File: src/rtl/video_source_mux.sv
// video_source_mux: frame-synchronous N-way pixel source selector with start handshake, pixel count and stall stats.
// Optional: define VSRC_MUX_PATTERN_EN to add an internal ramp source selected by sel == NUM_SRC.
module video_source_mux #(
    parameter int NUM_SRC = 3,
    parameter int SEL_W   = 2,
    parameter int PIXEL_W = 8,
    parameter int N_PIXEL = 480000,
    parameter int CNT_W   = 19
) (
    input  logic                       clock,
    input  logic                       reset,
    input  logic [SEL_W-1:0]           sel,
    input  logic                       start,
    output logic                       start_ack,
    output logic [NUM_SRC-1:0]         src_start,
    input  logic [NUM_SRC-1:0]         src_start_ack,
    input  logic [NUM_SRC*PIXEL_W-1:0] src_pixel,
    input  logic [NUM_SRC-1:0]         src_valid,
    output logic [NUM_SRC-1:0]         src_ready,
    output logic [PIXEL_W-1:0]         pixel,
    output logic                       valid,
    input  logic                       ready,
    output logic [SEL_W-1:0]           active_src,
    output logic                       frame_done,
    output logic [15:0]                stall_cnt
);
    typedef enum logic [1:0] {IDLE, REQ, STREAM, DRAIN} state_t;
    localparam logic [SEL_W-1:0] RAMP_ID  = SEL_W'(NUM_SRC);
    localparam logic [CNT_W-1:0] LAST_CNT = CNT_W'(N_PIXEL - 1);
    state_t state, state_nx;
    logic [CNT_W-1:0] cnt;
    logic [SEL_W-1:0] sel_cl;
    logic [PIXEL_W-1:0] mux_pixel;
    logic is_ramp, mux_ack, mux_valid, rdy, accept, drained;
`ifdef VSRC_MUX_PATTERN_EN
    assign is_ramp = active_src == RAMP_ID;
    assign sel_cl  = sel > RAMP_ID ? '0 : sel;
`else
    assign is_ramp = 1'b0;
    assign sel_cl  = sel >= RAMP_ID ? '0 : sel;
`endif
    assign rdy     = state == STREAM && (!valid || ready);
    assign accept  = rdy && mux_valid;
    assign drained = !valid || ready;
    // The ramp source, when present, is always valid and acknowledges its own start.
    always_comb begin
        mux_ack   = is_ramp;
        mux_valid = is_ramp;
        mux_pixel = is_ramp ? cnt[PIXEL_W-1:0] : '0;
        src_start = '0;
        src_ready = '0;
        for (int i = 0; i < NUM_SRC; i++) begin
            if (active_src == SEL_W'(i)) begin
                mux_ack      = src_start_ack[i];
                mux_valid    = src_valid[i];
                mux_pixel    = src_pixel[i*PIXEL_W +: PIXEL_W];
                src_start[i] = state == REQ;
                src_ready[i] = rdy;
            end
        end
    end
    always_comb begin
        state_nx = state;
        case (state)
            IDLE:    state_nx = start ? REQ : IDLE;
            REQ:     state_nx = mux_ack ? STREAM : REQ;
            STREAM:  state_nx = accept && cnt == LAST_CNT ? DRAIN : STREAM;
            default: state_nx = drained ? IDLE : DRAIN;
        endcase
    end
    always_ff @(posedge clock) begin
        if (reset)
            state <= IDLE;
        else
            state <= state_nx;
    end
    always_ff @(posedge clock) begin
        if (reset) begin
            start_ack  <= 1'b0;
            frame_done <= 1'b0;
            pixel      <= '0;
            valid      <= 1'b0;
            active_src <= '0;
            stall_cnt  <= '0;
            cnt        <= '0;
        end else begin
            start_ack  <= state == REQ && mux_ack;
            frame_done <= state == DRAIN && drained;
            if (state == IDLE && start) begin
                active_src <= sel_cl;
                stall_cnt  <= '0;
            end
            if (state == REQ && mux_ack)
                cnt <= '0;
            if (accept) begin
                pixel <= mux_pixel;
                valid <= 1'b1;
                cnt   <= cnt + CNT_W'(1);
            end else if (valid && ready)
                valid <= 1'b0;
            if (state == STREAM && mux_valid && !rdy && stall_cnt != 16'hFFFF)
                stall_cnt <= stall_cnt + 16'd1;
        end
    end
endmodule

File: config.mk
export PLATFORM = sky130hd
export DESIGN_NAME = video_source_mux
export DESIGN_NICKNAME = d
export VERILOG_FILES = /design/src/rtl/video_source_mux.sv
export SDC_FILE = /design/constraint.sdc
export NUM_CORES = 1
export LEC_CHECK = 0
export BUFFER_PORTS_ARGS = -buffer_cell sky130_fd_sc_hd__buf_4
export CORE_ASPECT_RATIO = 0.8
export CORE_MARGIN = 3
export CORE_UTILIZATION = 45
export CTS_BUF_LIST = sky130_fd_sc_hd__clkbuf_8
export CTS_CLUSTER_SIZE = 30
export DETAILED_ROUTE_END_ITERATION = 16
export HOLD_SLACK_MARGIN = 0.12
export PLACE_DENSITY = 0.74
export SYNTH_ARGS = -nofsm -noshare
export SYNTH_HDL_FRONTEND = slang
export SYNTH_SLANG_ARGS = --single-unit
File: constraint.sdc
create_clock -name clock -period 6.5 [get_ports clock]
set_clock_uncertainty 0.2 [all_clocks]
set_input_delay 0.65 -clock clock [delete_from_list [all_inputs] [get_ports clock]]
set_output_delay 0.65 -clock clock [all_outputs]
set_load 0.1 [all_outputs]
== After elaboration in Yosys (flattened, before gate mapping) ==
Cells that the tools add are included.
Storage, ports and cells
  bits in read-only memories: 0
  memories kept: 0
  word-level logic and storage cells: 63
  register bits: 50
  output and inout bits: 35
  bits in writable memories: 0
  latch bits: 0
  input bits: 36
Cells by class
  reduce and logical (&&, ||, !) cells: 18
  equality and inequality tests: 7
  shift-type cells: 0
  bitwise logic cells: 0
  divide/modulo/power cells: 0
  add/subtract/negate cells: 2
  magnitude comparators: 1
  multiplexer cells: 27
  multiply operators: 0
Operators with widths (count)
  $mux W19: 2
  $mux W16: 2
  $mux W8: 3
  $add A19 B1 Y19 const B: 1
  $eq A19 B19 Y1 const B: 1
  $add A16 B1 Y16 const B: 1
  $mux W1: 16
  $ne A16 B16 Y1 const B: 1
  $logic_and A1 B1 Y1: 10
  $eq A2 B2 Y1 const B: 3
  $mux W2: 3
  $pmux W2 S3: 1
  $reduce_bool A2 Y1: 3
  $eq A2 B1 Y1 const B: 2
  $logic_not A2 Y1: 2
  $ge A2 B2 Y1 const B: 1
  $logic_not A1 Y1: 2
  $logic_or A1 B1 Y1: 1

== Longest topological paths before layout ==
  depth after elaboration: 8
  gate-level depth with buffers: 8
  gate-level depth less buffers: 6

== Worst setup path before layout ==
Ideal clock, no wire load.
  kind: reg2out
  start point: register valid
  end point: output src_ready[0]
  arrival: 3.296 ns
  buffers on the path: 1
  slack: 2.354 ns
  stages on the path, launching flop included: 5
  data required time: 5.650 ns
  path through: dfxtp_1 nand2b_1 nand2_1 clkbuf_1 nor3_1
On the way
  cells in the longest elaborated chain, start to end: 4
Ends and longest elaborated chain
  from (decl): RTL line 21  | output logic valid,
  from (signal assigned): RTL line 82  | valid <= 1'b0;
  from (signal assigned): RTL line 97  | valid <= 1'b1;
  from (signal assigned): RTL line 100  | valid <= 1'b0;
  $logic_not A1 Y1: RTL line 42  | assign rdy = state == STREAM && (!valid || ready);
  $logic_or A1 B1 Y1: RTL line 42
  $logic_and A1 B1 Y1: RTL line 42
  $mux W1: RTL line 53  | if (active_src == SEL_W'(i)) begin
  to (decl): RTL line 19  | output logic [NUM_SRC-1:0] src_ready,
No other way between the ends.

== Worst setup path in the final report ==
  start point: register active_src[1]
  end point: register cnt[11]
On the way
  cells in the longest elaborated chain, start to end: 6
  elaborated cells between the ends (all ways): 13
  those cells by class: 2 x eq/ne; 7 x mux; 4 x reduce/logical
Ends and longest elaborated chain
  from (decl): RTL line 23  | output logic [SEL_W-1:0] active_src,
  from (signal assigned): RTL line 90  | active_src <= sel_cl;
  $logic_not A2 Y1: RTL line 53
  $mux W1 (3 in a row): RTL line 53
  $logic_and A1 B1 Y1 (on tied branches): RTL line 43, 93
  $mux W19 / $reduce_bool A2 Y1 (equally long branches)
  to (signal assigned): RTL line 98  | cnt <= cnt + CNT_W'(1);
  to (decl): RTL line 31  | logic [CNT_W-1:0] cnt;
Several ways; a longest one is shown, not always the timed one.
A chain may end at the register's enable or synchronous reset.

==> impl_metrics.tcl <==
set metrics [dict create \
    status "complete, no violations" \
    place_hpwl_um 5010 \
    vdd_ir_drop_max_v 0.000118 \
    die_w_um 92.5 \
    netlist_area_mm2 0.00270 \
    ant_nets 0 \
    grtUsageTotal_pct 19.9 \
    required_ns 6.55 \
    slew_headroom_pct 39.7 \
    power_leakage_uw 0.00131 \
    antenna_found_initial 0 \
    powerDensity_mw_per_mm2 194 \
    vias 2635 \
    yosys_warnings 0 \
    top_layer_used "met4" \
    portBuffers 70 \
    cts_hold_buffers 0 \
    htreeDepth 2 \
    ys_async_sr_fraction_pct 0 \
    worst_slack_ns 3.59 \
    hold_viol 0 \
    fmax_ghz 0.344 \
    yosysSeqAreaShare_pct 37.1 \
    regArea_mm2 0.00100 \
    initial_core_util_pct 48.0 \
    ioPinCount 71 \
    crit_fanout 18 \
    reg2reg_depth 5 \
    critPathArrivalTime_ns 2.96 \
    dr_wl_met3_um 499 \
    drt_iter0_markers 172 \
    cts_setup_buffers 0 \
    die_h_um 75.2 \
    ys_types 54 \
    routedLengthMet1_um 3370 \
    synth_area_leaders "dfxtp_1 (37%), nor2_1 (4.9%), nand3_1 (4.5%), nor3_1 (3.9%), mux2i_1 (3.7%)" \
    syn_to_final_growth_pct 23.4 \
    core_region_area_mm2 0.00562 \
    synthCells 328 \
    cts_root_buf "clkbuf_8" \
    whs_path_depth 2 \
    finalCritPeriodShare_pct 44.8 \
    path_class "reg -> reg" \
    route.met2.wl_um 2940 \
    clock_latency_ns 0.31 \
    cts_num_sinks 50 \
    cts_resized 0 \
    period_minus_slack_ns 2.91 \
    tightestPinTransition_ns 0.898 \
    ys_seq_elements 50 \
    rsz0062_at_grt "no" \
    cp_cell_sequence "mux2i_1 > o21ai_2 > nand3_1 > or4_1 > a21oi_1" \
    diodes 0 \
    maxSlewViolCount 0 \
    synth.top_cell.area_share_pct 37.1 \
    die_area_mm2 0.00696 \
    cp_slowest_cell "dfxtp_1" \
    place_congestion 0.841 \
    fillers 527 \
    maxCapViolations 0 \
    worst_path_largest_cell_delay_ns 0.81 \
    grt_pass1_wl_um 11200 \
    routed_via_density 5.68 \
    clkSlewWorstSetupHoldPaths_ns 0.10 \
    drt_first_pass_iters 4 \
    grt-ovfl-total 0 \
    route.detailed.drc 0 \
    cts_buffers 5 \
    setup_viol 0 \
    rows 24 \
    multiInputGateArea_mm2 0.00158 \
    totalWireLength_um 6870 \
    place_ws_ns 3.66 \
    wire_per_inst_um 14.8 \
    hold_class "reg -> reg" \
    synth_nets 366 \
    syn_avg_cell_area_um2 8.22 \
    ctsLongestPathBuffers 2 \
    fin_tns_setup_ns 0 \
    cts_tree "built" \
    layout.nets 424 \
    drive_gt1_share_pct 22.8 \
    grt_pass1_vias 2467 \
    synth_edf_count 0 \
    synth_top_area_cell "dfxtp_1" \
    synth_flop_cell "dfxtp_1" \
    crit_path_start_kind "flip-flop" \
    grt_max_degree 40 \
    endpoint_kind "flip-flop" \
]
-- kinds of logic (layout without fill, tap and decap cells) --
logic type	after synthesis	count (layout)	share of synthesized area [%]
simple gates	168	168	33.1
compound gates	67	67	18.2
flops	50	50	37.1
buf+inv	24	82	4.36
mux	13	13	4.97
xor+xnor	4	4	1.30
fa+ha+maj	2	2	0.928
-- through the flow --
step | hold slack (ns) | total power [µW] | utilization (%) | std cells | instance area, µm²
2_1_floorplan | 0.260 | 402 | - | 328 | 2700
3_3_place_gp | 0.278 | 434 | 57.3 | 457 | 3220
3_5_place_dp | 0.286 | 435 | 57.3 | 457 | 3220
4_1_cts | 0.302 | 649 | 59.2 | 464 | 3330
5_1_grt | 0.333 | 667 | 59.2 | 464 | 3330
6_report | 0.302 | 646 | 59.2 | 464 | 3330
-- state kept, by name, indices dropped and copies added, names as in the netlist --
register and count:
cnt 19, stall_cnt 16, pixel 8, active_src 2, state 2, frame_done 1
start_ack 1, valid 1
-- layout make-up --
cell class,count,share of cell area (%)
flip-flops and latches,50,30.1
inverters,5,0.564
well taps,78,2.93
multi-input cells,254,47.4
clock buffers,5,2.07
clock inverters,2,1.17
repair buffers,70,15.8
-- metal layers --
| metal | GRT usage [%] | vias up |
|---|---|---|
| met3 | 4.20 | 9 |
| met2 | 32.6 | 84 |
| li1 | - | 1329 |
| met4 | 5.93 | 0 |
| met1 | 26.9 | 1213 |
| met5 | 0 | - |
-- worst max-delay path: cells and delay by family (launching register included) --
family          cells  cell delay, ns
simple gates        2            1.13
compound gates      2            0.46
mux                 1            0.24
flops               1            0.81
-- where the power goes --
| part | leakage (µW) | internal (µW) | switching, µW |
|---|---|---|---|
| Clock | 0.0000542 | 113 | 105 |
| Combinational | 0.000850 | 33.3 | 76.6 |
| Sequential | 0.000404 | 311 | 6.72 |
| Total | 0.00131 | 458 | 188 |
-- path summary, 6_finish.rpt --
check	start	to	slack (ns)
setup reg to reg	active_src[1]$_SDFFE_PP0P_	cnt[11]$_SDFFE_PP0P_	3.59
setup / recovery	active_src[1]$_SDFFE_PP0P_	cnt[11]$_SDFFE_PP0P_	3.59
hold / removal	cnt[8]$_SDFFE_PP0P_	cnt[8]$_SDFFE_PP0P_	0.30
hold reg to reg	cnt[8]$_SDFFE_PP0P_	cnt[8]$_SDFFE_PP0P_	0.30
-- cell usage in the layout, fill, tap and decap left out, types with 3 or more instances in the layout --
| cell type | Yosys | final |
|---|---|---|
| a21o_1 | 3 | 3 |
| nor3_1 | 21 | 21 |
| mux2_2 | 3 | 3 |
| a211o_1 | 6 | 6 |
| mux2i_1 | 10 | 10 |
| nor4_1 | 6 | 6 |
| nor2_1 | 35 | 35 |
| nor3b_1 | 4 | 4 |
| or3_1 | 9 | 9 |
| a31oi_1 | 4 | 4 |
| inv_1 | 5 | 5 |
| a211oi_1 | 11 | 11 |
| nand3b_1 | 3 | 3 |
| and2_1 | 3 | 3 |
| o21ai_0 | 4 | 4 |
| or4_1 | 3 | 3 |
| nand2b_1 | 8 | 8 |
| nand2_1 | 20 | 20 |
| nor2b_1 | 3 | 3 |
| clkbuf_8 | 0 | 5 |
| o21a_1 | 5 | 5 |
| xnor2_1 | 4 | 4 |
| nand4_1 | 7 | 7 |
| nand3_1 | 24 | 24 |
| and3_1 | 14 | 14 |
| a21oi_1 | 18 | 18 |
| dfxtp_1 | 50 | 50 |
| buf_4 | 2 | 70 |
-- synth_stat cells (4+ instances only) --
cell type / n
mux2i_1: 10
a31oi_1: 4
clkbuf_1: 9
inv_1: 5
and3_1: 14
nand2b_1: 8
o21a_1: 5
nor3b_1: 4
buf_2: 4
or3_1: 9
a211oi_1: 11
a21oi_1: 18
nor4_1: 6
nor2_1: 35
nand4_1: 7
dfxtp_1: 50
xnor2_1: 4
nor3_1: 21
o21ai_0: 4
nand2_1: 20
nand3_1: 24
a211o_1: 6
(Power assumes the default switching activity.)
